[src/rtl/operand_feeder.sv]
// rtl/operand_feeder.sv - operand pair FIFO with registered issue and clock-gate enable (option: FEEDER_BUBBLE_ZERO_EN)
module operand_feeder #(
    parameter int DEPTH        = 4,
    parameter int DRAIN_CYCLES = 2
) (
    input  logic                       clk,
    input  logic                       rst,
    input  logic                       in_valid,
    output logic                       in_ready,
    input  logic [7:0]                 in_a,
    input  logic [7:0]                 in_b,
    input  logic                       in_mode,
    input  logic                       hold,
    output logic [7:0]                 data_in1,
    output logic [7:0]                 data_in2,
    output logic                       kernel_enable,
    output logic                       issue_valid,
    output logic                       gate_en,
    output logic [$clog2(DEPTH):0]     count
);

    localparam int PW = $clog2(DEPTH);
    localparam int CW = PW + 1;
    localparam logic [CW-1:0] FULL_COUNT = CW'(DEPTH);
    localparam logic [2:0]    DRAIN_LOAD = 3'(DRAIN_CYCLES - 1);

    typedef enum logic [1:0] {
        IDLE  = 2'd0,
        RUN   = 2'd1,
        DRAIN = 2'd2
    } state_t;

    state_t          state;
    logic [2:0]      drain_cnt;
    logic [PW-1:0]   wr_ptr;
    logic [PW-1:0]   rd_ptr;
    logic [16:0]     mem [DEPTH];

    logic push;
    logic pop;

    // Accept only when a slot is free right now; a same-cycle pop never frees a slot early.
    assign in_ready = (count < FULL_COUNT) && !rst;
    assign push     = in_valid && in_ready;
    assign pop      = (count != '0) && !hold;

    // Storage array; contents need no reset because pointers and count define validity.
    always_ff @(posedge clk) begin
        if (push) begin
            mem[wr_ptr] <= {in_mode, in_b, in_a};
        end
    end

    // Pointers and occupancy.
    always_ff @(posedge clk) begin
        if (rst) begin
            wr_ptr <= '0;
            rd_ptr <= '0;
            count  <= '0;
        end else begin
            if (push) begin
                wr_ptr <= wr_ptr + PW'(1);
            end
            if (pop) begin
                rd_ptr <= rd_ptr + PW'(1);
            end
            case ({push, pop})
                2'b10:   count <= count + CW'(1);
                2'b01:   count <= count - CW'(1);
                default: count <= count;
            endcase
        end
    end

    // Registered issue outputs; bubble cycles either clear or hold the data.
    always_ff @(posedge clk) begin
        if (rst) begin
            data_in1      <= '0;
            data_in2      <= '0;
            kernel_enable <= 1'b0;
            issue_valid   <= 1'b0;
        end else if (pop) begin
            data_in1      <= mem[rd_ptr][7:0];
            data_in2      <= mem[rd_ptr][15:8];
            kernel_enable <= mem[rd_ptr][16];
            issue_valid   <= 1'b1;
        end else begin
            issue_valid   <= 1'b0;
`ifdef FEEDER_BUBBLE_ZERO_EN
            data_in1      <= '0;
            data_in2      <= '0;
            kernel_enable <= 1'b0;
`else
            data_in1      <= data_in1;
            data_in2      <= data_in2;
            kernel_enable <= kernel_enable;
`endif
        end
    end

    // Clock-gate FSM; gate_en is registered from the next state so it rises with the first issue.
    always_ff @(posedge clk) begin
        if (rst) begin
            state     <= IDLE;
            drain_cnt <= '0;
            gate_en   <= 1'b0;
        end else begin
            case (state)
                IDLE: begin
                    if (pop) begin
                        state   <= RUN;
                        gate_en <= 1'b1;
                    end else begin
                        gate_en <= 1'b0;
                    end
                end
                RUN: begin
                    gate_en <= 1'b1;
                    if (!pop) begin
                        state     <= DRAIN;
                        drain_cnt <= DRAIN_LOAD;
                    end
                end
                DRAIN: begin
                    if (pop) begin
                        state   <= RUN;
                        gate_en <= 1'b1;
                    end else if (drain_cnt == 3'd0) begin
                        state   <= IDLE;
                        gate_en <= 1'b0;
                    end else begin
                        drain_cnt <= drain_cnt - 3'd1;
                        gate_en   <= 1'b1;
                    end
                end
                default: begin
                    state   <= IDLE;
                    gate_en <= 1'b0;
                end
            endcase
        end
    end

endmodule
[config.mk]
export PLATFORM = sky130hd
export DESIGN_NAME = operand_feeder
export DESIGN_NICKNAME = d
export VERILOG_FILES = /design/src/rtl/operand_feeder.sv
export SDC_FILE = /design/constraint.sdc
export NUM_CORES = 1
export LEC_CHECK = 0
export BUFFER_PORTS_ARGS = -buffer_cell sky130_fd_sc_hd__buf_2
export CORE_AREA = 2 2 98 71
export DETAILED_ROUTE_END_ITERATION = 7
export DIE_AREA = 0 0 100 73
export PLACE_DENSITY = 0.8
export SLEW_MARGIN = 20
export SYNTH_ARGS = -nofsm -noshare
export SYNTH_HDL_FRONTEND = slang
export SYNTH_SLANG_ARGS = --single-unit
[constraint.sdc]
create_clock -name clk -period 3.68 [get_ports clk]
set_input_delay 0.552 -clock clk [delete_from_list [all_inputs] [get_ports clk]]
set_output_delay 0.552 -clock clk [all_outputs]
set_load 0.03 [all_outputs]
== Word level (Yosys, flattened, before mapping) ==
Memories as Yosys holds them, arrays and structs flattened. A register that Yosys moved wholly into a read port is not among the register bits.
Cells that the tools add are included.

* Register bits: 14
* Bits in writable memories: 68
* Input port bits: 21
* Output and inout port bits: 23
* Logic and storage cells: 51
* Memories kept: 1

{| class="wikitable"
|+ Memory list
! name !! depth !! width !! rd ports !! clocked after Yosys merged registers in !! write ports !! line !! text
|-
| mem || 4 || 17 || 1 || 1 || 1 || 37 || <nowiki>logic [16:0] mem [DEPTH];</nowiki>
|}

* Add/subtract/negate cells: 5
* $lt $le $gt $ge: 1
* Eq/ne operators: 9
* Mux-type cells: 16
* Reduce and logical (&&, ||, !) cells: 12

{| class="wikitable"
|+ Operators by type and width
! operator !! count
|-
| $pmux 3 s2 || 2
|-
| $mux 3 || 3
|-
| $mux 2 || 4
|-
| $ne 2x2->1 const B || 4
|-
| $pmux 2 s3 || 1
|-
| $sub 3x1->3 const B || 2
|-
| $mux 1 || 5
|-
| $add 2x1->2 const B || 2
|-
| $eq 2x1->1 const B || 2
|-
| $eq 2x2->1 const B || 2
|-
| $reduce_and 4->1 || 1
|-
| $reduce_bool 2->1 || 2
|-
| $add 3x1->3 const B || 1
|-
| $logic_and 1x1->1 || 3
|-
| $logic_not 3->1 || 1
|-
| $lt 3x3->1 const B || 1
|-
| $ne 3x3->1 const B || 1
|-
| $pmux 1 s3 || 1
|-
| $reduce_and 3->1 || 1
|-
| $reduce_bool 3->1 || 1
|-
| $logic_not 1->1 || 2
|-
| $logic_not 2->1 || 1
|}

== Logic depth before layout (Yosys ltp) ==
Gate-level depths: netlist of run 1.

* Word-level depth: 5
* Gate-level depth with buffers: 9
* Mapped depth without buffers: 8

== Worst setup path after synthesis of run 1 ==
No wires, ideal clock.

* Kind: input -> register
* Start point: input port rst
* End point: register count[2]
* Setup time: 0.070 ns
* Data arrival time: 2.226 ns
* Required time: 3.610 ns
* Slack: 1.383 ns
* Stages: 9
* Path buffers: 1
* Path through: clkbuf_1 nor3b_2 inv_1 ha_1 inv_1 fa_1 xor2_1 or3_1 a21oi_1

* Longest elaborated chain between the ends: 5
* Elaborated cells on any way between the ends: 7
* Classes of those cells: 2 x eq/ne; 1 x mux; 4 x reduce/logical

{| class="wikitable"
|+ RTL lines
! element !! line !! text
|-
| start, declared || 7 || <nowiki>input logic rst,</nowiki>
|-
| $logic_not 1->1 || 43 || <nowiki>assign in_ready = (count < FULL_COUNT) && !rst;</nowiki>
|-
| $logic_and 1x1->1 || 43 ||
|-
| $logic_and 1x1->1 || 44 || <nowiki>assign push = in_valid && in_ready;</nowiki>
|-
| $eq 2x1->1 / $eq 2x2->1 (equally long branches) || 67 || <nowiki>case ({push, pop})</nowiki>
|-
| $pmux 3 s2 / $reduce_bool 2->1 (equally long branches) || - ||
|-
| end signal, assigned || 68 || <nowiki>2'b10: count <= count + CW'(1);</nowiki>
|-
| end signal, assigned || 69 || <nowiki>2'b01: count <= count - CW'(1);</nowiki>
|-
| end signal, assigned || 70 || <nowiki>default: count <= count;</nowiki>
|-
| end, declared || 19 || <nowiki>output logic [$clog2(DEPTH):0] count</nowiki>
|}

Parallel ways exist; a longest one is shown, timed or not.
A chain may end at the register's enable or synchronous reset.

== Final worst setup path of run 1 ==
* Start point: register count[2]
* End point: register count[2]

* Elaborated cells on any way between the ends: 11
* Classes of those cells: 2 x add/sub; 1 x order compare; 2 x eq/ne; 1 x mux; 5 x reduce/logical

{| class="wikitable"
|+ RTL lines
! element !! line !! text
|-
| $reduce_bool 3->1 * || 45 || <nowiki>assign pop = (count != '0) && !hold;</nowiki>
|-
| $logic_and 1x1->1 * || 45 ||
|-
| via pop || 40 || <nowiki>logic pop;</nowiki>
|-
| $eq 2x1->1 / $eq 2x2->1 (equally long branches) || 67 ||
|-
| $pmux 3 s2 / $reduce_bool 2->1 (equally long branches) || - ||
|}

The timed path passes the listed nets; every way through them passes the cells marked *.

==> results of run 1 <==
stage by stage:
step	total power [W]	instance area (um^2)	utilization, %	hold WS (ps)
2_1_floorplan	0.00189	3720	-	449
3_3_place_gp	0.00205	4000	61.5	458
3_5_place_dp	0.00207	4000	61.5	459
4_1_cts	0.00277	4210	64.7	378
5_1_grt	0.00286	4210	64.7	377
6_report	0.00274	4210	64.7	397
metal layers:
layer	global-route usage [%]	vias to the layer above	share of wire, %
met3	5.75	6	4.0
met1	23.0	966	45
met5	0	-	0
li1	-	900	-
met2	29.7	39	50
met4	7.00	0	0.99
cell usage in the layout (no fill, tap or decap), types with 2 or more instances in the layout:
cell type,instances
nand2b_1,3
nor3_1,4
inv_8,2
and2_1,6
or3_1,2
clkbuf_8,9
dfxtp_1,31
nand2_1,2
inv_1,11
buf_4,2
ha_1,7
a21oi_1,4
mux4_2,17
xor2_1,2
mux2_2,2
a22o_1,17
o21ai_0,2
edfxtp_1,68
buf_2,43
nor2_1,9
cell type report:
class	instances	area (um^2)	share of cell area [%]
inverters	11	41.3	0.981
multi-input cells	91	967	23.0
flip-flops and latches	99	2660	63.3
clock buffers	9	124	2.94
well taps	81	101	2.41
repair buffers	45	230	5.47
clock inverters	7	82.6	1.96
sequential cells by signal (all words and copies together), names as in the netlist:
name	cells
state	2
mem	68
data_in1	8
rd_ptr	2
kernel_enable	1
drain_cnt	3
issue_valid	1
gate_en	1
wr_ptr	2
data_in2	8
count	3
worst max-delay path, delay by kind of cell (launching register included):
kind	cells	cell delay [ps]
buf+inv	1	60
xor+xnor	1	170
simple gates	3	650
compound gates	1	160
fa+ha+maj	2	600
flops	1	460
cells in the mapped netlist (2+ instances only):
library cell,instances
mux2_2,2
edfxtp_1,68
o21ai_0,2
clkbuf_1,3
xor2_1,2
nand2b_1,3
ha_1,7
a21oi_1,4
buf_4,2
or3_1,2
inv_1,11
a22o_1,17
dfxtp_1,31
nor2_1,9
and2_1,6
mux4_2,17
buf_2,2
nor3_1,4
nand2_1,2
power groups by stage:
stage | Clock [W] | Sequential, W | Combinational (W)
after floorplan | 0 | 0.00151 | 0.000378
after global placement | 0 | 0.00139 | 0.000654
after detailed placement | 0 | 0.00140 | 0.000667
after CTS | 0.000727 | 0.00137 | 0.000670
after global routing | 0.000762 | 0.00139 | 0.000715
final | 0.000708 | 0.00137 | 0.000658
final timing paths:
check	to	slack, ps
worst max-delay path	count[2]	1500
worst min-delay path	mem[2][5]	400
worst max register to register	count[2]	1500
worst min register to register	drain_cnt[0]	480
logic make-up (layout without fill, tap and decap cells):
group | Yosys count | in the layout | share of synthesized area (%)
adders and majority gates | 8 | 8 | 2.89
DFF | 99 | 99 | 71.6
xor gates and xnor gates | 3 | 3 | 0.707
and+or+nand+nor | 31 | 31 | 4.78
buffers and inverters | 19 | 72 | 2.39
muxes | 20 | 20 | 11.2
AOI/OAI and AO/OA | 29 | 29 | 6.46
==> metrics.csv, run 1 <==
stage;metric;value;unit
routing;postRouteAntennaNets;0;
logic_synthesis;syn_inst;209;
global_routing;overflow;0;
timing;fin_skew;9.41;ps
timing;setup_violations;0;
timing;slew_headroom;36.0;%
timing;layout_setup_ws;1500;ps
worst_setup_path;crit_path_start_kind;register;
cts;cts_tree;built;
pwr;p_sw_share;30.7;%
routing;drtIter0Drc;88;
worst_setup_path;crit_slowest_cell;dfxtp_1;
die;die_h;73;um
die;die_w;100;um
global_routing;antenna_found_initial;0;
logic_synthesis;yosysWarnings;0;
logic_synthesis;netlist-cell-type-count;34;
logic_synthesis;yosys.area.top_type;edfxtp_1;
place;place.gp.congestion;0.752;
timing;fmax;459;MHz
layout;fillers;462;
worst_setup_path;cp-end-kind;register;
cts;clockBufferDepth;2;
hold_path;hold_start;in_a[5];
die;ioPinCount;44;
logic_synthesis;synth_top_area_share;54.9;%
routing;avgRoutedWirePerCell;17.7;um
hold_path;worstHoldPathCells;1;
job;drv_cap;0;
worst_setup_path;max_stage_delay;460;ps
logic_synthesis;syn_area;3720;um^2
cts;cts-root-buf;clkbuf_8;
die;initial_utilization;57.2;%
layout;drive_above_1_share;33.2;%
logic_synthesis;ys_ff_latch;99;
place;portBuffers;43;
global_routing;grt.total_usage;18.1;%
die;rows;25;
cts;clkSinkCount;99;
cts;cts_hold_buf;0;
timing;rsz0062_at_grt;false;
pwr;vdd.ir_drop.worst;365;uV
timing;finalHoldViolCount;0;
timing;period_needed;2180;ps
timing;tightest_slew;959;ps
pwr;p_int;0.00190;W
routing;routed_wl;6.08;mm
global_routing;first_global_vias;1869;
cts;clkLatencyLatePin;360;ps
timing;slew_viol_final;0;
die;core_area;6510;um^2
global_routing;grt_start_max_net_pins;22;
logic_synthesis;ys_seq_area_share;71.6;%
layout;fin_nets;286;
routing;drtPass1Iterations;4;
place;hpwl;3.86;mm
pwr;p_clk_share;25.8;%
logic_synthesis;synth.avg_cell_area;17.8;um^2
worst_setup_path;worstPathCellList;nor3_1, nor2_1, ha_1, inv_1, fa_1, xor2_1, or3_1, a21oi_1;
worst_setup_path;cp_max_fo;7;
routing;routed-via-count;1911;
cts;ctsResizeCount;0;
logic_synthesis;syn_nets;238;
logic_synthesis;synth-async-reset-ratio;0;%
hold_path;min_path_type;input pin to register;
place;dp_slack;1210;ps
layout;antennaDiodeCount;0;
routing;viasPerCell;5.57;
worst_setup_path;worstRegToRegCells;8;
pwr;power.leakage;1.51;nW
die;dieArea;7300;um^2
cts;cts_setup_buffers;0;
logic_synthesis;ys_top_cells_by_area;edfxtp_1 55%, dfxtp_1 17%, mux4_2 10%;
status;status;complete, no violations;
routing;drcViolationCount;0;
pwr;power_frac_seq;50.1;%
cts;cts_htree_levels;3;
layout;syn_to_final_growth;13.2;%
worst_setup_path;required;3980;ps
layout;layoutNonFillerInstCount;343;
place;numPlacedInstances;327;
logic_synthesis;synth-edff-count;68;
worst_setup_path;worstSetupPathType;register to register;
timing;tns;0;ps
timing;fin_crit_sh;59.2;%
pwr;power_per_cell_area;651;nW/um^2
cts;cts_buffers;9;
global_routing;grt_first_pass_wirelength;9.51;mm
pwr;p_sw;0.000840;W
worst_setup_path;critPathArrivalTime;2480;ps
pwr;combPwrFrac;24.0;%
logic_synthesis;ys.flop_type;edfxtp_1;
cts;cts.clk_slew.worst_paths;100;ps
worst_setup_path;timing.rr.start;count[2];
worst_setup_path;crit_path_start;count[2];
No activity file was read; power rests on OpenSTA's default activity.
==> run 2, diff against run 1 <==
--- a/config.mk
+++ b/config.mk
@@ -6,10 +6,10 @@
 export NUM_CORES = 1
 export LEC_CHECK = 0
 export BUFFER_PORTS_ARGS = -buffer_cell sky130_fd_sc_hd__buf_2
-export CORE_AREA = 2 2 98 71
+export CORE_AREA = 2 2 100 73
 export DETAILED_ROUTE_END_ITERATION = 7
-export DIE_AREA = 0 0 100 73
-export PLACE_DENSITY = 0.8
+export DIE_AREA = 0 0 102 75
+export PLACE_DENSITY = 0.77
 export SLEW_MARGIN = 20
 export SYNTH_ARGS = -nofsm -noshare
 export SYNTH_HDL_FRONTEND = slang
==> constraint.sdc (replaced) <==
create_clock -name clk -period 2.02 [get_ports clk]
set_input_delay 0.303 -clock clk [delete_from_list [all_inputs] [get_ports clk]]
set_output_delay 0.303 -clock clk [all_outputs]
set_load 0.03 [all_outputs]
==> run 2 against run 1 <==
Final cell count up 6.7%. Clock power up 64%. Register-to-register slack worse by 1400 ps. Die area up 4.8%. Setup slack worse by 1400 ps. Maximum frequency up 13%. Clock skew up 3.2 ps. Total power up 81%. Core utilization up 1.1 points. Sequential share of layout area down 2.1 points. Cell area up 3.7%. Critical path type unchanged. Critical endpoint is now drain_cnt[1]. Largest cell class unchanged. Largest power group unchanged.
==> metrics.csv, run 2 (synthesized netlist as in run 1, its figures left out) <==
stage;metric;value;unit;change
layout;fin_nets;296;;was 286
cts;clkLatencyLatePin;360;ps;about the same
layout;syn_to_final_growth;17.4;%;was 13.2%
die;initial_utilization;56.1;%;was 57.2%
routing;routed-via-count;1970;;was 1911
routing;routed_wl;6.50;mm;was 6.08 mm
cts;clockBufferDepth;2;;unchanged
layout;reg_top3;mem x68, data_in1 x8, data_in2 x8;;unchanged
place;dp_slack;58.7;ps;was 1210 ps
worst_setup_path;crit_buf_inv;1;;unchanged
timing;fin_skew;12.6;ps;was 9.41 ps
worst_setup_path;cp-end-kind;register;;unchanged
routing;drtPass1Iterations;4;;unchanged
worst_setup_path;r2r_slack;80;ps;was 1500 ps
place;place.gp.congestion;0.792;;was 0.752
worst_setup_path;cp_max_fo;3;;was 7
die;ioPinCount;44;;unchanged
pwr;power_per_cell_area;1140;nW/um^2;was 651 nW/um^2
worst_setup_path;crit_slowest_cell;or3b_2;;was dfxtp_1
layout;layoutNonFillerInstCount;366;;was 343
timing;finalHoldViolCount;0;;unchanged
layout;max_flop_register;mem;;unchanged
worst_setup_path;max_stage_delay;450;ps;was 460 ps
global_routing;antenna_found_initial;0;;unchanged
cts;clkSinkCount;99;;unchanged
worst_setup_path;crit_top_cell;ha_1;;
global_routing;first_global_vias;1985;;was 1869
timing;slew_viol_final;0;;unchanged
layout;layout_common_cells;68 x edfxtp_1, 43 x buf_2, 28 x dfxtp_1, 17 x mux4_2, 17 x a22o_1;;was 68 x edfxtp_1, 43 x buf_2, 31 x dfxtp_1, 17 x mux4_2, 17 x a22o_1
place;hpwl;4.27;mm;was 3.86 mm
cts;cts.clk_slew.worst_paths;100;ps;about the same
die;core_area;6630;um^2;was 6510 um^2
die;die_h;75;um;was 73 um
pwr;total_power;0.00497;W;was 0.00274 W
layout;design_area;4370;um^2;was 4210 um^2
timing;setup_violations;0;;unchanged
worst_setup_path;worstPathCellList;inv_1, ha_1, ha_1, or3b_2, a22oi_2, mux2_2;;was nor3_1, nor2_1, ha_1, inv_1, fa_1, xor2_1, or3_1, a21oi_1
job;drv_cap;0;;unchanged
layout;largest_reg_flops;68;;unchanged
die;rows;25;;unchanged
timing;fmax;516;MHz;was 459 MHz
pwr;vdd.ir_drop.worst;670;uV;was 365 uV
worst_setup_path;critPathArrivalTime;2180;ps;was 2480 ps
layout;fillers;492;;was 462
die;dieArea;7650;um^2;was 7300 um^2
global_routing;grt.total_usage;19.2;%;was 18.1%
timing;slew_headroom;58.5;%;was 36.0%
global_routing;grt_first_pass_wirelength;10.3;mm;was 9.51 mm
cts;cts_htree_levels;3;;unchanged
layout;seq_area;2670;um^2;was 2660 um^2
timing;fin_crit_sh;95.9;%;was 59.2%
cts;cts_buffers;9;;unchanged
hold_path;min_path_type;input pin to register;;unchanged
layout;multi_input_area;975;um^2;was 967 um^2
cts;cts_hold_buf;0;;unchanged
worst_setup_path;timing.rr.start;drain_cnt[0];;was count[2]
global_routing;grt_start_max_net_pins;22;;unchanged
worst_setup_path;worstSetupPathType;register to register;;unchanged
timing;layout_setup_ws;83.5;ps;was 1500 ps
layout;drive_above_1_share;37.5;%;was 33.2%
layout;final_common_cell;edfxtp_1;;unchanged
routing;avgRoutedWirePerCell;17.8;um;was 17.7 um
cts;cts-root-buf;clkbuf_8;;unchanged
place;portBuffers;43;;unchanged
status;status;complete, no violations;;unchanged
timing;tightest_slew;621;ps;was 959 ps
worst_setup_path;required;2270;ps;was 3980 ps
pwr;power.leakage;1.57;nW;was 1.51 nW
routing;postRouteAntennaNets;0;;unchanged
routing;viasPerCell;5.38;;was 5.57
place;numPlacedInstances;349;;was 327
worst_setup_path;crit_path_start;drain_cnt[0];;was count[2]
worst_setup_path;path_delay_family;simple AND/OR/NAND/NOR gates;;unchanged
global_routing;overflow;0;;unchanged
routing;drcViolationCount;0;;unchanged
timing;period_needed;1940;ps;was 2180 ps
routing;drtIter0Drc;60;;was 88
worst_setup_path;crit_path_start_kind;register;;unchanged
hold_path;hold_start;in_b[6];;was in_a[5]
cts;cts_tree;built;;unchanged
place;placed_area;4170;um^2;was 4000 um^2
die;die_w;102;um;was 100 um
layout;antennaDiodeCount;0;;unchanged
==> run 2: cell types whose count changed in the layout (fill, tap and decap cells not counted) <==
cell,before,now
buf_12,0,6
clkinv_4,1,2
nor3_2,1,2
dfxtp_1,31,28
bufinv_16,1,0
nor2_1,9,8
dfxtp_4,0,1
inv_6,1,2
buf_4,2,6
nor2_2,0,1
nor3_1,4,3
dfxtp_2,0,2
inv_8,2,1
==> run 2: routing by layer <==
metal | track usage, % | wire length, um | up-vias
met1 | 25.2 | 2890 | 989
met4 | 6.81 | 65 | 0
met3 | 6.31 | 326 | 6
met5 | 0 | 0 | -
li1 | - | - | 929
met2 | 30.7 | 3220 | 46
==> run 2: layout make-up <==
cell class	instances	share of cell area (%)
Sequential cell	99	61.1
Multi-Input combinational cell	91	22.3
Timing Repair Buffer	55	8.71
Clock buffer	9	2.84
Tap cell	94	2.69
Clock inverter	7	1.35
Inverter	11	0.946
==> run 2: worst paths after layout <==
kind | cells after the start | to
max | 6 | drain_cnt[1]
max reg2reg | 6 | drain_cnt[1]
min | 1 | mem[1][14]
min reg2reg | 1 | data_in1[5]
==> run 2: power breakdown <==
part / internal (W) / switching (W)
combinational: 0.000558 / 0.000749
sequential: 0.00239 / 0.000115
clock: 0.000467 / 0.000692
==> run 2: worst reg2reg max path, delay by kind of cell, from the launching register on <==
kind | cells | cell delay, ps
buf+inv | 1 | 60
compound gates | 1 | 250
mux | 1 | 360
flops | 1 | 340
fa+ha+maj | 2 | 370
simple gates | 1 | 450
==> run 2: timing repair <==
| action | CTS | global route |
|---|---|---|
| resized for setup | 0 | 3 |
| endpoints found under the setup margin | 0 | 3 |
| buffers inserted | 0 | 1 |
==> run 2: metrics by stage <==
stage	utilization, %	hold WS [ps]	setup TNS [ps]
3_5_place_dp	62.8	464	0
5_1_grt	65.8	130	-8.63
3_3_place_gp	62.8	455	0
4_1_cts	65.6	132	0
6_report	65.8	149	0
2_1_floorplan	-	402	0
